--- config.mk ---
export PLATFORM = sky130hd
export DESIGN_NAME = psram_qpi_init_seq
export DESIGN_NICKNAME = d
export VERILOG_FILES = /design/src/rtl/psram_seq_pkg.sv /design/src/rtl/psram_cmd_shifter.sv /design/src/rtl/psram_qpi_init_seq.sv
export SDC_FILE = /design/constraint.sdc
export NUM_CORES = 1
export LEC_CHECK = 0
export CORE_MARGIN = 5
export CORE_UTILIZATION = 50
export DETAILED_ROUTE_END_ITERATION = 10
export PLACE_DENSITY_LB_ADDON = 0.08
export SLEW_MARGIN = 10
export SYNTH_ARGS = -nofsm -noshare
export SYNTH_HDL_FRONTEND = slang
export SYNTH_SLANG_ARGS = --single-unit
export TNS_END_PERCENT = 5
--- constraint.sdc ---
create_clock -name clock -period 3.8 [get_ports clock]
set_input_delay 0.76 -clock clock [delete_from_list [all_inputs] [get_ports clock]]
set_output_delay 0.76 -clock clock [all_outputs]
set_load 0.01 [all_outputs]
--- src/rtl/psram_seq_pkg.sv ---
// Shared types, opcodes and command-list helpers for the PSRAM
// power-up / re-init sequencer.
package psram_seq_pkg;

    typedef logic [2:0] state_t;

    localparam state_t ST_START = 3'd0;
    localparam state_t ST_SETUP = 3'd1;
    localparam state_t ST_SHIFT = 3'd2;
    localparam state_t ST_HOLD  = 3'd3;
    localparam state_t ST_GAP   = 3'd4;
    localparam state_t ST_WAIT  = 3'd5;
    localparam state_t ST_DONE  = 3'd6;

    localparam logic [7:0] CMD_RSTEN  = 8'h66;
    localparam logic [7:0] CMD_RST    = 8'h99;
    localparam logic [7:0] CMD_QPI_EN = 8'h35;
    localparam logic [7:0] CMD_QPI_EX = 8'hF5;

    typedef struct packed {
        logic [7:0] opcode;
        logic       qpi;
        logic       wait_after;
    } cmd_t;

    localparam logic [1:0] IDX_QPI_EX = 2'd0;
    localparam logic [1:0] IDX_RSTEN  = 2'd1;
    localparam logic [1:0] IDX_RST    = 2'd2;
    localparam logic [1:0] IDX_QPI_EN = 2'd3;

    function automatic cmd_t cmd_entry(input logic [1:0] idx);
        cmd_t c;
        case (idx)
            IDX_QPI_EX: c = '{opcode: CMD_QPI_EX, qpi: 1'b1, wait_after: 1'b0};
            IDX_RSTEN:  c = '{opcode: CMD_RSTEN,  qpi: 1'b0, wait_after: 1'b0};
            IDX_RST:    c = '{opcode: CMD_RST,    qpi: 1'b0, wait_after: 1'b1};
            default:    c = '{opcode: CMD_QPI_EN, qpi: 1'b0, wait_after: 1'b0};
        endcase
        return c;
    endfunction

    // SPI: one bit on dout[0], MSB first. QPI: high nibble then low.
    function automatic logic [3:0] cmd_symbol(
        input logic [7:0] op,
        input logic       qpi,
        input logic [2:0] idx
    );
        if (qpi)
            return idx[0] ? op[3:0] : op[7:4];
        return {3'b000, op[3'd7 - idx]};
    endfunction

    function automatic int max3(input int a, input int b, input int c);
        int m;
        m = (a > b) ? a : b;
        return (m > c) ? m : c;
    endfunction

endpackage

--- src/rtl/psram_cmd_shifter.sv ---
// Drives one PSRAM command (SPI or QPI) onto the pins: setup, shift
// of all symbols, one hold cycle, then raises CE_n and pulses o_done.
module psram_cmd_shifter
    import psram_seq_pkg::*;
#(
    parameter int CLK_DIV = 1,
    parameter int CW      = 7
) (
    input  logic       clock,
    input  logic       reset,
    input  logic       i_start,
    input  logic [7:0] i_opcode,
    input  logic       i_qpi,
    output logic       o_sck,
    output logic       o_ce_n,
    output logic [3:0] o_dout,
    output logic [3:0] o_douten,
    output logic       o_done
);

    localparam logic [CW-1:0] DIV_LOAD = CW'(CLK_DIV - 1);

    state_t        r_state;
    logic [CW-1:0] r_cnt;
    logic [2:0]    r_bit;
    logic [7:0]    r_op;
    logic          r_qpi;
    logic          r_sck;
    logic          r_ce_n;
    logic [3:0]    r_dout;
    logic [3:0]    r_douten;
    logic          r_done;

    logic          w_cnt_zero;
    logic          w_bit_last;
    logic [2:0]    w_bit_next;

    assign w_cnt_zero = (r_cnt == '0);
    assign w_bit_last = (r_bit == (r_qpi ? 3'd1 : 3'd7));
    assign w_bit_next = r_bit + 3'd1;

    always_ff @(posedge clock) begin
        if (reset) begin
            r_state  <= ST_START;
            r_cnt    <= '0;
            r_bit    <= '0;
            r_op     <= '0;
            r_qpi    <= 1'b0;
            r_sck    <= 1'b0;
            r_ce_n   <= 1'b1;
            r_dout   <= '0;
            r_douten <= '0;
            r_done   <= 1'b0;
        end else begin
            r_done <= 1'b0;
            case (r_state)
                ST_SETUP: begin
                    if (w_cnt_zero) begin
                        r_state <= ST_SHIFT;
                        r_cnt   <= DIV_LOAD;
                    end else begin
                        r_cnt <= r_cnt - 1'b1;
                    end
                end
                ST_SHIFT: begin
                    if (!w_cnt_zero) begin
                        r_cnt <= r_cnt - 1'b1;
                    end else if (!r_sck) begin
                        r_sck <= 1'b1;
                        r_cnt <= DIV_LOAD;
                    end else if (w_bit_last) begin
                        r_sck   <= 1'b0;
                        r_bit   <= '0;
                        r_state <= ST_HOLD;
                    end else begin
                        // next symbol only on the falling SCK edge
                        r_sck  <= 1'b0;
                        r_bit  <= w_bit_next;
                        r_dout <= cmd_symbol(r_op, r_qpi, w_bit_next);
                        r_cnt  <= DIV_LOAD;
                    end
                end
                ST_HOLD: begin
                    r_ce_n   <= 1'b1;
                    r_dout   <= '0;
                    r_douten <= '0;
                    r_done   <= 1'b1;
                    r_state  <= ST_START;
                end
                default: begin
                    if (i_start) begin
                        r_state  <= ST_SETUP;
                        r_cnt    <= DIV_LOAD;
                        r_bit    <= '0;
                        r_op     <= i_opcode;
                        r_qpi    <= i_qpi;
                        r_ce_n   <= 1'b0;
                        r_sck    <= 1'b0;
                        r_dout   <= cmd_symbol(i_opcode, i_qpi, 3'd0);
                        r_douten <= i_qpi ? 4'hF : 4'h1;
                    end
                end
            endcase
        end
    end

    assign o_sck    = r_sck;
    assign o_ce_n   = r_ce_n;
    assign o_dout   = r_dout;
    assign o_douten = r_douten;
    assign o_done   = r_done;

endmodule

--- src/rtl/psram_qpi_init_seq.sv ---
// PSRAM power-up / re-init sequencer: walks the command list, then
// hands the pins and the APB handshake over to the controller.
module psram_qpi_init_seq
    import psram_seq_pkg::*;
#(
    parameter int CLK_DIV         = 1,
    parameter int RST_WAIT_CYCLES = 64,
    parameter int GAP_CYCLES      = 4,
    parameter int ENABLE_RESET    = 1
) (
    input  logic       clock,
    input  logic       reset,
    input  logic       ctrl_sck,
    input  logic       ctrl_ce_n,
    input  logic [3:0] ctrl_dout,
    input  logic [3:0] ctrl_douten,
    output logic       qspi_sck,
    output logic       qspi_ce_n,
    output logic [3:0] qspi_dout,
    output logic [3:0] qspi_douten,
    input  logic       apb_psel_in,
    input  logic       apb_pready_in,
    output logic       apb_psel_out,
    output logic       apb_pready_out,
    input  logic       reinit_req,
    output logic       init_done
);

    localparam int CW =
        $clog2(max3(CLK_DIV, GAP_CYCLES, RST_WAIT_CYCLES) + 1);
    // GAP is entered one cycle after CE_n already rose
    localparam logic [CW-1:0] GAP_LOAD  = CW'(GAP_CYCLES - 2);
    localparam logic [CW-1:0] WAIT_LOAD = CW'(RST_WAIT_CYCLES - 1);
    localparam logic [1:0] FIRST_IDX =
        (ENABLE_RESET != 0) ? IDX_RSTEN : IDX_QPI_EN;

    state_t        r_state;
    logic [CW-1:0] r_cnt;
    logic [1:0]    r_idx;
    logic          r_wait;
    logic          r_pending;
    logic          r_init_done;

    logic          w_cnt_zero;
    logic          w_last;
    logic          w_take;
    logic          w_start;
    logic [1:0]    w_next_idx;
    logic [1:0]    w_start_idx;
    cmd_t          w_start_cmd;

    logic          w_seq_sck;
    logic          w_seq_ce_n;
    logic [3:0]    w_seq_dout;
    logic [3:0]    w_seq_douten;
    logic          w_cmd_done;

    assign w_cnt_zero = (r_cnt == '0);
    assign w_last     = (r_idx == IDX_QPI_EN);
    assign w_take     = (r_state == ST_DONE) && r_pending
                        && ctrl_ce_n && !apb_psel_in;
    assign w_next_idx = (r_idx == IDX_QPI_EX) ? FIRST_IDX
                                              : r_idx + 2'd1;

    always_comb begin
        w_start     = 1'b0;
        w_start_idx = w_next_idx;
        case (r_state)
            ST_START: begin
                w_start     = 1'b1;
                w_start_idx = FIRST_IDX;
            end
            ST_GAP:  w_start = w_cnt_zero && !r_wait && !w_last;
            ST_WAIT: w_start = w_cnt_zero;
            ST_DONE: begin
                w_start     = w_take;
                w_start_idx = IDX_QPI_EX;
            end
            default: w_start = 1'b0;
        endcase
        w_start_cmd = cmd_entry(w_start_idx);
    end

    always_ff @(posedge clock) begin
        if (reset) begin
            r_state     <= ST_START;
            r_cnt       <= '0;
            r_idx       <= IDX_QPI_EX;
            r_wait      <= 1'b0;
            r_pending   <= 1'b0;
            r_init_done <= 1'b0;
        end else begin
            r_pending <= reinit_req | (r_pending & ~w_take);
            if (w_start) begin
                r_idx  <= w_start_idx;
                r_wait <= w_start_cmd.wait_after;
            end
            case (r_state)
                ST_START: r_state <= ST_SETUP;
                ST_SETUP: begin
                    if (w_cmd_done) begin
                        r_state <= ST_GAP;
                        r_cnt   <= GAP_LOAD;
                    end
                end
                ST_GAP: begin
                    if (!w_cnt_zero) begin
                        r_cnt <= r_cnt - 1'b1;
                    end else if (r_wait) begin
                        r_state <= ST_WAIT;
                        r_cnt   <= WAIT_LOAD;
                    end else if (w_last) begin
                        r_state     <= ST_DONE;
                        r_init_done <= 1'b1;
                    end else begin
                        r_state <= ST_SETUP;
                    end
                end
                ST_WAIT: begin
                    if (w_cnt_zero)
                        r_state <= ST_SETUP;
                    else
                        r_cnt <= r_cnt - 1'b1;
                end
                ST_DONE: begin
                    if (w_take) begin
                        r_state     <= ST_SETUP;
                        r_init_done <= 1'b0;
                    end
                end
                default: r_state <= ST_START;
            endcase
        end
    end

    psram_cmd_shifter #(
        .CLK_DIV (CLK_DIV),
        .CW      (CW)
    ) u_shifter (
        .clock    (clock),
        .reset    (reset),
        .i_start  (w_start),
        .i_opcode (w_start_cmd.opcode),
        .i_qpi    (w_start_cmd.qpi),
        .o_sck    (w_seq_sck),
        .o_ce_n   (w_seq_ce_n),
        .o_dout   (w_seq_dout),
        .o_douten (w_seq_douten),
        .o_done   (w_cmd_done)
    );

    assign qspi_sck       = r_init_done ? ctrl_sck    : w_seq_sck;
    assign qspi_ce_n      = r_init_done ? ctrl_ce_n   : w_seq_ce_n;
    assign qspi_dout      = r_init_done ? ctrl_dout   : w_seq_dout;
    assign qspi_douten    = r_init_done ? ctrl_douten : w_seq_douten;
    assign apb_psel_out   = r_init_done & apb_psel_in;
    assign apb_pready_out = r_init_done & apb_pready_in;
    assign init_done      = r_init_done;

endmodule

## Yosys cells after proc, flatten, opt, wreduce, memory -nomap -nowiden

Cells that the tools add are included.

- Register bits: 48
- Bits in latches: 0
- RAM bits: 0
- Bits in read-only memories: 0
- Input port bits: 15
- Output and inout bits: 13
- Logic and storage cells: 164
- Memories kept: 0

- $add $sub $neg: 5
- Multipliers: 0
- Divide/modulo/power cells: 0
- Magnitude comparators: 1
- Equality and inequality tests: 25
- Shift-type cells: 0
- Mux-type cells: 74
- Bitwise logic cells: 10
- Reduce and logical (&&, ||, !) cells: 33

Operators with widths:

| kind | number |
|---|---|
| $mux W7 | 9 |
| $mux W4 | 13 |
| $mux W3 | 16 |
| $pmux W7 S3 | 2 |
| $pmux W10 S3 | 1 |
| $mux W1 | 21 |
| $pmux W3 S5 | 1 |
| $reduce_and A5 Y1 | 3 |
| $logic_not A7 Y1 | 2 |
| $ne A2 B2 Y1 const B | 7 |
| $sub A7 B1 Y7 const B | 2 |
| $pmux W4 S3 | 1 |
| $reduce_and A4 Y1 | 3 |
| $ne A2 B1 Y1 const B | 5 |
| $eq A3 B3 Y1 const B | 3 |
| $pmux W3 S3 | 1 |
| $reduce_bool A3 Y1 | 3 |
| $pmux W4 S2 | 1 |
| $eq A3 B1 Y1 const B | 2 |
| $eq A3 B2 Y1 const B | 2 |
| $not A1 Y1 | 6 |
| $pmux W1 S2 | 3 |
| $pmux W3 S2 | 1 |
| $reduce_and A3 Y1 | 2 |
| other kinds (24) | 38 |

## Depth between registers and ports, before layout

Gate-level depths: netlist of run 1.

- Depth in word-level cells: 12
- Gate-level depth with buffers: 8
- Gate-level depth less buffers: 7

## Hierarchy

A second synthesis of run 1 with hierarchy kept.

- Cell total of the unflattened synthesis: 337
- Area total of the unflattened synthesis: 2,792.7 um^2

Modules (own cells, without submodules):

| module | times used | cells an instance | area each (um^2) | seq. area each (um^2) |
|---|---|---|---|---|
| psram_cmd_shifter | 1 | 196 | 1,639.1 | 600.6 |
| psram_qpi_init_seq | 1 | 141 | 1,153.6 | 300.3 |

## Worst setup path after synthesis of run 1

OpenSTA, ideal clock, no wires.

- Path type: flip-flop to flip-flop
- Start: register r_cnt[0]
- End: register u_shifter.r_cnt[1]
- Setup time: 0.070 ns
- Data arrival time: 2.252 ns
- Data required time: 3.730 ns
- Slack: 1.478 ns
- Cell stages (with the launch flop): 8
- Buffers on the path: 0
- Period minus slack after synthesis: 2.322 ns
- Cells stage by stage: dfxtp_1 inv_1 ha_1 or4b_4 o41ai_4 a211oi_1 or4_1 a21oi_1

- Word-level cells in the longest chain between the ends: 6

RTL lines:

| what | RTL line | source |
|---|---|---|
| start, declared | psram_qpi_init_seq.sv:38 | `logic [CW-1:0] r_cnt;` |
| start signal, assigned | psram_qpi_init_seq.sv:108 | `r_cnt <= r_cnt - 1'b1;` |
| start signal, assigned | psram_qpi_init_seq.sv:123 | `r_cnt <= r_cnt - 1'b1;` |
| $logic_not A7 Y1 (*) | psram_qpi_init_seq.sv:58 | `assign w_cnt_zero = (r_cnt == '0);` |
| $logic_and A1 B1 Y1 (2 in series) | psram_qpi_init_seq.sv:73 | `ST_GAP: w_start = w_cnt_zero && !r_wait && !w_last;` |
| $pmux W1 S4 (*) | psram_qpi_init_seq.sv:68 | `case (r_state)` |
| $reduce_bool A3 Y1 (no source line) (*) | n/a |  |
| $reduce_and A3 Y1 (no source line) (*) | n/a |  |
| end signal, assigned | psram_cmd_shifter.sv:62 | `r_cnt <= r_cnt - 1'b1;` |
| end signal, assigned | psram_cmd_shifter.sv:67 | `r_cnt <= r_cnt - 1'b1;` |
| end, declared | psram_cmd_shifter.sv:24 | `logic [CW-1:0] r_cnt;` |

Mark *: on every way between the ends. The rest lies on a longest branch, timed or not.
A chain may end at the register's enable or synchronous reset.

## Worst setup path in the final report of run 1

- Start: register r_cnt[0]
- End: register u_shifter.r_dout[3] (netlist: u_shifter.o_dout[3])

- Word-level cells in the longest chain between the ends: 6

RTL lines:

| what | RTL line | source |
|---|---|---|
| $logic_not A7 Y1 (*) | psram_qpi_init_seq.sv:58 |  |
| $logic_and A1 B1 Y1 (2 in series) | psram_qpi_init_seq.sv:73 |  |
| $pmux W1 S4 (*) | psram_qpi_init_seq.sv:68 |  |
| $reduce_bool A3 Y1 (no source line) (*) | n/a |  |
| $reduce_and A5 Y1 (no source line) (*) | n/a |  |
| end signal, assigned | psram_cmd_shifter.sv:79 | `r_dout <= cmd_symbol(r_op, r_qpi, w_bit_next);` |
| end signal, assigned | psram_cmd_shifter.sv:99 | `r_dout <= cmd_symbol(i_opcode, i_qpi, 3'd0);` |
| end, declared | psram_cmd_shifter.sv:30 | `logic [3:0] r_dout;` |

Marked as above.

==> results of run 1 <==
[flip-flops by register name (all words and copies together), names as in the netlist]
name                cells
r_wait                  1
u_shifter.o_sck         1
u_shifter.r_qpi         1
init_done               1
u_shifter.r_op          6
u_shifter.o_ce_n        1
u_shifter.r_state       2
u_shifter.r_bit         3
u_shifter.r_cnt         7
r_state                 3
r_idx                   2
u_shifter.o_douten      2
u_shifter.o_done        1
r_pending               1
u_shifter.o_dout        4
r_cnt                   7
[critical path, cell delays in order (launching register included)]
cell,delay [ps]
dfxtp_1,350
inv_1,90
ha_1,170
or4b_4,490
o41ai_4,510
a21oi_1,130
buf_4,190
o41ai_1,590
a221oi_1,190
[where the power goes]
group	switching, mW	total, mW	leakage (nW)	internal [mW]
Clock	0.150	0.316	0.0515	0.166
Sequential	0.126	0.700	0.351	0.574
Combinational	0.718	1.26	0.776	0.544
[layout by cell type (no fill, tap or decap), types with 6 or more instances in the layout]
cell type | synthesis | layout
dfxtp_1 | 43 | 43
a21oi_1 | 38 | 38
o21ai_0 | 32 | 32
nand2_1 | 27 | 27
clkdlybuf4s50_1 | 0 | 27
nor2_1 | 25 | 25
inv_1 | 22 | 22
ha_1 | 11 | 11
nand3_1 | 10 | 10
nor3_1 | 10 | 10
mux2_2 | 8 | 8
clkbuf_8 | 0 | 7
nor2b_1 | 6 | 6
a211oi_1 | 6 | 6
[layer usage]
| metal | wire length (µm) | track usage | vias up |
|---|---|---|---|
| met2 | 3040 | 0.310 | 53 |
| met1 | 3140 | 0.250 | 1162 |
| li1 | - | - | 1279 |
| met4 | 136 | 0.0643 | 0 |
| met5 | 0 | 0 | - |
| met3 | 302 | 0.0385 | 11 |
[worst max path at each step]
stage | to | slack (ps)
after floorplan | u_shifter.r_cnt[1]$_SDFFE_PP0P_ | 1480
final | u_shifter.o_dout[3]$_SDFFE_PP0P_ | 950
after CTS | u_shifter.o_dout[3]$_SDFFE_PP0P_ | 1010
after global routing | u_shifter.o_dout[3]$_SDFFE_PP0P_ | 790
after global placement | u_shifter.o_dout[3]$_SDFFE_PP0P_ | 1040
after detailed placement | u_shifter.o_dout[3]$_SDFFE_PP0P_ | 970
[logic make-up (layout without fill, tap and decap cells)]
| logic type | count (synthesis) | in the layout | synth area share |
|---|---|---|---|
| flip-flops | 43 | 43 | 0.319 |
| AND/OR/NAND/NOR | 112 | 112 | 0.216 |
| multiplexers | 11 | 11 | 0.0491 |
| AO/OA/AOI/OAI | 121 | 121 | 0.295 |
| adder cells (fa/ha/maj) | 11 | 11 | 0.0510 |
| XOR/XNOR | 2 | 2 | 0.00649 |
| buffers and inverters | 39 | 61 | 0.0630 |
[stage by stage]
| stage | util | instance area, µm² | worst slack, ps | power [mW] | std cells |
|---|---|---|---|---|---|
| after floorplan | - | 2700 | 1480 | 1.59 | 339 |
| after global placement | 0.580 | 3000 | 1040 | 1.94 | 423 |
| after detailed placement | 0.580 | 3000 | 972 | 1.96 | 423 |
| after CTS | 0.599 | 3100 | 1010 | 2.28 | 431 |
| after global routing | 0.599 | 3100 | 792 | 2.47 | 431 |
| final | 0.599 | 3100 | 945 | 2.28 | 431 |
[cell type report]
class,instances,share of cell area
tap,70,0.0283
inverter,22,0.0266
multi-input combinational,257,0.538
timing repair buffer,31,0.0969
clock buffer,8,0.0323
sequential,43,0.278
==> metrics.md, run 1 <==
| Metric | Value |
|---|---|
| Seq/Total Area, Yosys | 0.319 |
| CTS tree | yes |
| Gr ovfl total | 0 |
| DPL Wire Length | 4830 µm |
| Measured slew at the worst slew-check pin | 698 ps |
| Top-count cell post-synth | dfxtp_1 |
| Nets | 386 |
| Pwr/cell area | 735 nW/µm² |
| Hold Path End | u_shifter.r_cnt[6]$_SDFFE_PP0P_ |
| Register area | 861 µm² |
| Antenna cell count | 0 |
| FF-to-FF setup slack | 950 ps |
| Critical Path AT | 3000 ps |
| Relative max-transition margin | 0.531 |
| Worst Skew | 4.17 ps |
| Core area | 5170 µm² |
| CP Launch Point | r_cnt[0]$_SDFFE_PP0P_ |
| Max Cap Viol | 0 |
| Multi-input combinational cell area | 1670 µm² |
| Number of routed nets with antenna violations | 0 |
| Synth warnings | 0 |
| Status | finished clean |
| R2r endpoint | u_shifter.o_dout[3]$_SDFFE_PP0P_ |
| Die H | 83.5 µm |
| Row cnt | 26 |
| Synthesis-to-finish area growth | 14.8% |
| H-tree depth | 2 |
| Vias in the first global route | 2,345 |
| Clock Sink Count | 43 |
| Reg2reg path depth | 8 |
| Cells resized by post-CTS repair | 0 |
| Pin count of the biggest net entering global routing | 28 |
| First-pass GRT wire length | 11,100 µm |
| Clk root buf | clkbuf_8 |
| Endpoints failing setup | 0 |
| DRT iter0 DRCs | 124 |
| Avg WL per Cell | 15.4 µm |
| WP data required | 3950 ps |
| Max Root-Sink Buffers | 2 |
| VDD IR max | 0.301 mV |
| Setup TNS | 0 ps |
| Post-Syn Nets | 365 |
| RSZ-0062 raised after global routing | false |
| Port Buffers | 27 |
| Post-Syn Area | 2700 µm² |
| DRC | 0 |
| GP Congestion | 0.872 |
| Most frequent cells after synthesis | dfxtp_1, a21oi_1, o21ai_0 |
| Synth area leaders | dfxtp_1, a21oi_1, o21ai_0, ha_1, nand2_1 |
| FMAX | 350 MHz |
| Postcts setup bufs | 0 |
| Crit. End Element | flop |
| Share of layout cells above drive strength 1 | 0.0942 |
| Shortest period the worst path allows | 2850 ps |
| Vias | 2,505 |
| Initial antenna violation count | 0 |
| Initial Utilization | 0.522 |
| Synthesized flop and latch total | 43 |
| Tot GR Track Use | 0.190 |
| Pins Over Slew Limit | 0 |
| CP Launch Type | flop |
| Via density | 5.81 |
| Crit path kind | reg -> reg |
| Synth Instances | 339 |
| Post-synth EDFFs | 0 |
| Final hold viol count | 0 |
| Min-delay worst type | reg -> reg |
| WHS | 472 ps |
| Cell accounting for the most synthesized area | dfxtp_1 |
| Die area | 6970 µm² |
| Detailed Routing Iterations Pass 1 | 4 |
| Hold Buf Count CTS | 0 |
| Top cell type's share of synthesized area | 0.319 |
| Layout fillers | 482 |
| CTS clk-pin slew, worst paths | 80 ps |
| Final worst path period share | 0.751 |
| Yosys cell types | 61 |
| Hold path depth | 1 |
| Hold Startpoint | u_shifter.r_cnt[6]$_SDFFE_PP0P_ |
| Pleak | 1.18 nW |
| Fraction of registers with async set/reset | 0 |
| Clk_lat worst skew | 290 ps |
| DIE WIDTH | 83.5 µm |
| Wirelength, routed | 6630 µm |
| Primary FF master, synth | dfxtp_1 |
| Num CTS Buffers | 5 |
| I/O pin count | 28 |
| CP max FO | 11 |
| Worst R2R Start | r_cnt[0]$_SDFFE_PP0P_ |
| Syn_area_per_cell | 7.96 µm² |
Note: power is estimated with default switching activity, not from simulation.
==> inputs of run 2 (changes only) <==
==> constraint.sdc (replaced) <==
create_clock -name clock -period 2.73 [get_ports clock]
set_input_delay 0.546 -clock clock [delete_from_list [all_inputs] [get_ports clock]]
set_output_delay 0.546 -clock clock [all_outputs]
set_load 0.01 [all_outputs]
==> run 2 against run 1 <==
Effect of this change: power grew 42%; register-to-register slack lost 750 ps; first-iteration DRC count grew 55%; sequential power grew 38%; cell count grew 1.9%; via count grew 1.9%; critical endpoint is now u_shifter.o_dout[1]$_SDFFE_PP0P_; largest power group unchanged.
==> metrics.md, run 2 (synthesis results as in run 1) <==
| Metric | Value |
|---|---|
| Status | finished clean (unchanged) |
| Worst R2R Start | r_cnt[0]$_SDFFE_PP0P_ (unchanged) |
| Critical Path AT | 2730 ps (was 3000 ps) |
| Hold path depth | 1 (unchanged) |
| Reg2reg path depth | 8 (unchanged) |
| Pins Over Slew Limit | 0 (unchanged) |
| Shortest period the worst path allows | 2530 ps (was 2850 ps) |
| Pwr/cell area | 1020 nW/µm² (was 735 nW/µm²) |
| Core area | 5170 µm² (unchanged) |
| WP data required | 2930 ps (was 3950 ps) |
| Max Cap Viol | 0 (unchanged) |
| Most common cell after layout, fill and taps aside | dfxtp_1 (unchanged) |
| Worst-path cell chain | inv_1 > ha_1 > or4b_4 > o41ai_4 > buf_4 > a2111oi_2 > or3_4 > a221oi_1 (was inv_1 > ha_1 > or4b_4 > o41ai_4 > a21oi_1 > buf_4 > o41ai_1 > a221oi_1) |
| CP max FO | 6 (was 11) |
| Setup WS pre-CTS | 145 ps (was 972 ps) |
| Port Buffers | 27 (unchanged) |
| Hold Startpoint | u_shifter.r_cnt[6]$_SDFFE_PP0P_ (unchanged) |
| FF-to-FF setup slack | 200 ps (was 950 ps) |
| R2r endpoint | u_shifter.o_dout[1]$_SDFFE_PP0P_ (was u_shifter.o_dout[3]$_SDFFE_PP0P_) |
| Share of layout cells above drive strength 1 | 0.117 (was 0.0942) |
| Max Root-Sink Buffers | 2 (unchanged) |
| Relative max-transition margin | 0.622 (was 0.531) |
| Die area | 6970 µm² (unchanged) |
| Number of routed nets with antenna violations | 0 (unchanged) |
| Via density | 5.82 (was 5.81) |
| WHS | 472 ps (about the same) |
| Final hold viol count | 0 (unchanged) |
| DIE WIDTH | 83.5 µm (unchanged) |
| Measured slew at the worst slew-check pin | 559 ps (was 698 ps) |
| FMAX | 395 MHz (was 350 MHz) |
| Postcts setup bufs | 0 (unchanged) |
| Final Core Density | 0.614 (was 0.599) |
| Final worst path period share | 0.928 (was 0.751) |
| Wirelength, routed | 6640 µm (was 6630 µm) |
| CP Launch Type | flop (unchanged) |
| Gr ovfl total | 0 (unchanged) |
| Crit. End Element | flop (unchanged) |
| Slowest cell on crit path | or4b_4 (was o41ai_1) |
| Avg WL per Cell | 15.1 µm (was 15.4 µm) |
| Antenna cell count | 0 (unchanged) |
| Vias in the first global route | 2,407 (was 2,345) |
| Min-delay worst type | reg -> reg (unchanged) |
| Num CTS Buffers | 5 (unchanged) |
| Commonest cells after routing, fill and taps aside | dfxtp_1, a21oi_1, o21ai_0 (unchanged) |
| Clk root buf | clkbuf_8 (unchanged) |
| Post-DP Area | 3070 µm² (was 3000 µm²) |
| VDD IR max | 0.484 mV (was 0.301 mV) |
| Endpoints failing setup | 0 (unchanged) |
| DRC | 0 (unchanged) |
| Worst Skew | 8.38 ps (was 4.17 ps) |
| Largest stage delay, worst path | 490 ps (was 590 ps) |
| Nets | 395 (was 386) |
| Initial antenna violation count | 0 (unchanged) |
| Biggest regs | r_cnt (7), u_shifter.r_cnt (7), u_shifter.r_op (6) (unchanged) |
| Vias | 2,553 (was 2,505) |
| CTS clk-pin slew, worst paths | 80 ps (about the same) |
| Design area | 3170 µm² (was 3100 µm²) |
| RSZ-0062 raised after global routing | false (unchanged) |
| Die H | 83.5 µm (unchanged) |
| Initial Utilization | 0.522 (unchanged) |
| Pleak | 1.23 nW (was 1.18 nW) |
| Hold Path End | u_shifter.r_cnt[6]$_SDFFE_PP0P_ (unchanged) |
| Hold Buf Count CTS | 0 (unchanged) |
| Pin count of the biggest net entering global routing | 20 (was 28) |
| DPL Wire Length | 5020 µm (was 4830 µm) |
| Final WS setup | 198 ps (was 945 ps) |
| Setup TNS | 0 ps (unchanged) |
| Crit path kind | reg -> reg (unchanged) |
| CTS tree | yes (unchanged) |
| DRT iter0 DRCs | 192 (was 124) |
| I/O pin count | 28 (unchanged) |
| First-pass GRT wire length | 11,400 µm (was 11,100 µm) |
| Synthesis-to-finish area growth | 17.6% (was 14.8%) |
| GP Congestion | 0.864 (was 0.872) |
| Tot GR Track Use | 0.192 (was 0.190) |
| H-tree depth | 2 (unchanged) |
| Detailed Routing Iterations Pass 1 | 4 (unchanged) |
| Clock Sink Count | 43 (unchanged) |
| Clk_lat worst skew | 290 ps (about the same) |
| Row cnt | 26 (unchanged) |
run 2: cell count changes in the layout (fill, tap and decap cells not counted):
cell       change
a211oi_1       -1
buf_4          +9
clkbuf_8       -2
bufinv_16      +1
a211oi_2       +1
run 2: worst max-delay path by stage:
stage / start / to / slack [ps] / cells past startpoint
after floorplan: r_cnt[0]$_SDFFE_PP0P_ / u_shifter.r_cnt[1]$_SDFFE_PP0P_ / 410 / 7
after global placement: apb_psel_in / u_shifter.r_cnt[4]$_SDFFE_PP0P_ / 160 / 6
after detailed placement: apb_psel_in / u_shifter.r_cnt[2]$_SDFFE_PP0P_ / 150 / 6
after CTS: r_cnt[0]$_SDFFE_PP0P_ / u_shifter.r_cnt[1]$_SDFFE_PP0P_ / 160 / 8
after global routing: r_cnt[0]$_SDFFE_PP0P_ / u_shifter.o_dout[3]$_SDFFE_PP0P_ / 10 / 7
final: r_cnt[0]$_SDFFE_PP0P_ / u_shifter.o_dout[1]$_SDFFE_PP0P_ / 200 / 8
run 2: per-layer routing:
metal,GRT usage,up-vias,part of all wire
met4,0.0687,0,0.023
met1,0.244,1189,0.48
met5,0,-,0
li1,-,1306,-
met2,0.323,45,0.46
met3,0.0385,13,0.036
run 2: critical path: cells and delay by family (launching register included):
kind	cells	cell delay, ps
and+or+nand+nor	2	910
AOI/OAI and AO/OA	3	710
adders and majority gates	1	160
buffers and inverters	2	300
DFF	1	350
run 2: stage by stage:
stage	cells	power, mW
4_1_cts	439	3.23
3_5_place_dp	432	2.74
6_report	439	3.23
2_1_floorplan	339	2.21
5_1_grt	439	3.50
3_3_place_gp	432	2.72
run 2: layout make-up:
type	count	area [µm²]
Sequential cell	43	861
Fill cell	476	2000
Inverter	22	82.6
Clock buffer	6	72.6
Timing Repair Buffer	40	368
Clock inverter	1	30.0
Tap cell	70	87.6
Multi-Input combinational cell	257	1670
run 2: power breakdown:
part / switching (mW) / leakage (nW) / internal (mW) / total (mW)
clock network: 0.207 / 0.0513 / 0.268 / 0.475
registers: 0.164 / 0.351 / 0.799 / 0.964
logic: 1.01 / 0.824 / 0.780 / 1.79
run 2: what timing repair did:
action | 4_1_cts | 5_1_grt
hold endpoints to repair | 0 | 0
endpoints found under the setup margin | 0 | 1
resized for setup | 0 | 1
==> inputs of run 3 (changes only) <==
--- a/config.mk
+++ b/config.mk
@@ -8,8 +8,7 @@
 export CORE_MARGIN = 5
 export CORE_UTILIZATION = 50
 export DETAILED_ROUTE_END_ITERATION = 10
-export PLACE_DENSITY_LB_ADDON = 0.08
-export SLEW_MARGIN = 10
+export PLACE_DENSITY = 0.72
 export SYNTH_ARGS = -nofsm -noshare
 export SYNTH_HDL_FRONTEND = slang
 export SYNTH_SLANG_ARGS = --single-unit
==> run 3 against run 2 <==
Effect of this change: clock power fell by 17%; power fell by 2.3%; count of clock-buffer cells in the layout fell by 1; via count rose by 2.2%; die area did not move; combinational power barely moved; sequential share of layout area rose by 0.27 points; global-route usage rose by 0.91 points; critical path type unchanged.
==> metrics.md, run 3 (synthesis results as in run 1) <==
| Metric | Value |
|---|---|
| Tot GR Track Use | 0.201 (was 0.192) |
| VDD IR max | 0.635 mV (was 0.484 mV) |
| Initial antenna violation count | 0 (unchanged) |
| Commonest cells after routing, fill and taps aside | dfxtp_1, a21oi_1, o21ai_0 (unchanged) |
| DRT iter0 DRCs | 182 (was 192) |
| Vias | 2,609 (was 2,553) |
| Die H | 83.5 µm (unchanged) |
| CTS clk-pin slew, worst paths | 80 ps (about the same) |
| I/O pin count | 28 (unchanged) |
| Hold Buf Count CTS | 0 (unchanged) |
| Port Buffers | 27 (unchanged) |
| Most common cell after layout, fill and taps aside | dfxtp_1 (unchanged) |
| FMAX | 396 MHz (was 395 MHz) |
| Clock Sink Count | 43 (unchanged) |
| Status | finished clean (unchanged) |
| Number of routed nets with antenna violations | 0 (unchanged) |
| Detailed Routing Iterations Pass 1 | 5 (was 4) |
| WP data required | 2930 ps (about the same) |
| Pin count of the biggest net entering global routing | 26 (was 20) |
| Clk root buf | clkbuf_8 (unchanged) |
| Gr ovfl total | 0 (unchanged) |
| First-pass GRT wire length | 12,000 µm (was 11,400 µm) |
| Clk_lat worst skew | 290 ps (about the same) |
| Max Cap Viol | 0 (unchanged) |
| Num CTS Buffers | 5 (unchanged) |
| Avg WL per Cell | 15.5 µm (was 15.1 µm) |
| Share of layout cells above drive strength 1 | 0.117 (about the same) |
| Synthesis-to-finish area growth | 16.5% (was 17.6%) |
| Pins Over Slew Limit | 0 (unchanged) |
| Measured slew at the worst slew-check pin | 528 ps (was 559 ps) |
| CP Launch Type | flop (unchanged) |
| CTS tree | yes (unchanged) |
| Pwr/cell area | 1010 nW/µm² (was 1020 nW/µm²) |
| Row cnt | 26 (unchanged) |
| DIE WIDTH | 83.5 µm (unchanged) |
| Power Total | 3.16 mW (was 3.23 mW) |
| Pleak | 1.22 nW (was 1.23 nW) |
| Vias in the first global route | 2,520 (was 2,407) |
| RSZ-0062 raised after global routing | false (unchanged) |
| Max Root-Sink Buffers | 2 (unchanged) |
| Initial Utilization | 0.522 (unchanged) |
| Layout fillers | 471 (was 476) |
| Crit path kind | reg -> reg (unchanged) |
| Non-Filler Instances | 438 (was 439) |
| Shortest period the worst path allows | 2530 ps (about the same) |
| Final worst path period share | 0.926 (was 0.928) |
| H-tree depth | 2 (unchanged) |
| Biggest regs | r_cnt (7), u_shifter.r_cnt (7), u_shifter.r_op (6) (unchanged) |
| GP Congestion | 0.866 (was 0.864) |
| Hold path depth | 1 (unchanged) |
| Dpl cells | 430 (was 432) |
| Crit. End Element | flop (unchanged) |
| Wirelength, routed | 6790 µm (was 6640 µm) |
| Worst Skew | 8.56 ps (was 8.38 ps) |
| DPL Wire Length | 5010 µm (was 5020 µm) |
| Min-delay worst type | reg -> reg (unchanged) |
| Core area | 5170 µm² (unchanged) |
| Nets | 393 (was 395) |
| Die area | 6970 µm² (unchanged) |
| Via density | 5.96 (was 5.82) |
| Endpoints failing setup | 0 (unchanged) |
| Setup TNS | 0 ps (unchanged) |
| Critical Path AT | 2730 ps (about the same) |
| Final hold viol count | 0 (unchanged) |
| Antenna cell count | 0 (unchanged) |
| Relative max-transition margin | 0.639 (was 0.622) |
| DRC | 0 (unchanged) |
| CP max FO | 5 (was 6) |
| Reg2reg path depth | 8 (unchanged) |
[run 3: cell types whose count changed in the layout (fill, tap and decap cells not counted)]
cell,previous run,this run
buf_4,13,11
a211oi_1,5,6
clkbuf_1,1,0
a211oi_2,1,0
o41ai_2,0,1
clkinv_2,0,3
bufinv_16,1,0
o41ai_1,4,3
[run 3: worst max-delay path, stage by stage (launching register included)]
cell and delay, ps:
dfxtp_1 350, inv_1 90, ha_1 150, or4b_4 490, o41ai_4 370, buf_4 210
a2111oi_2 70, or3_4 420, a221oi_1 290
[run 3: metrics by stage]
stage	utilization	cell area [µm²]	worst slack, ps	hold slack [ps]
6_report	0.608	3140	203	465
5_1_grt	0.608	3140	55.5	481
4_1_cts	0.606	3140	202	467
3_5_place_dp	0.590	3050	219	457
3_3_place_gp	0.590	3050	259	449
2_1_floorplan	-	2700	408	436
[run 3: report_power, final]
part / total (mW) / internal [mW] / switching [mW]
registers: 0.965 / 0.799 / 0.166
clock network: 0.396 / 0.175 / 0.220
logic: 1.80 / 0.792 / 1.01
total: 3.16 / 1.77 / 1.39
[run 3: final timing paths]
path	startpoint	endpoint	slack, ps
worst max-delay path	r_cnt[0]$_SDFFE_PP0P_	u_shifter.o_dout[2]$_SDFFE_PP0P_	200
worst min-delay path	u_shifter.r_cnt[6]$_SDFFE_PP0P_	u_shifter.r_cnt[6]$_SDFFE_PP0P_	460
worst max register to register	r_cnt[0]$_SDFFE_PP0P_	u_shifter.o_dout[2]$_SDFFE_PP0P_	200
worst min register to register	u_shifter.r_cnt[6]$_SDFFE_PP0P_	u_shifter.r_cnt[6]$_SDFFE_PP0P_	460
[run 3: final cells by class]
class / instances / area (µm²) / share of cell area
Timing Repair Buffer: 38 / 353 / 0.112
Clock inverter: 3 / 15.0 / 0.00478
Clock buffer: 5 / 68.8 / 0.0219
Inverter: 22 / 82.6 / 0.0263
Multi-Input combinational cell: 257 / 1680 / 0.533
Sequential cell: 43 / 861 / 0.274
Tap cell: 70 / 87.6 / 0.0279
[run 3: routing by layer]
metal,global-route usage,part of all wire
met3,0.0306,0.046
met2,0.337,0.48
met4,0.0556,0.011
met1,0.269,0.47
met5,0,0
[run 3: timing repair]
item	4_1_cts	5_1_grt
setup endpoints to repair	0	1
buffers inserted	0	0
resized for setup	0	1
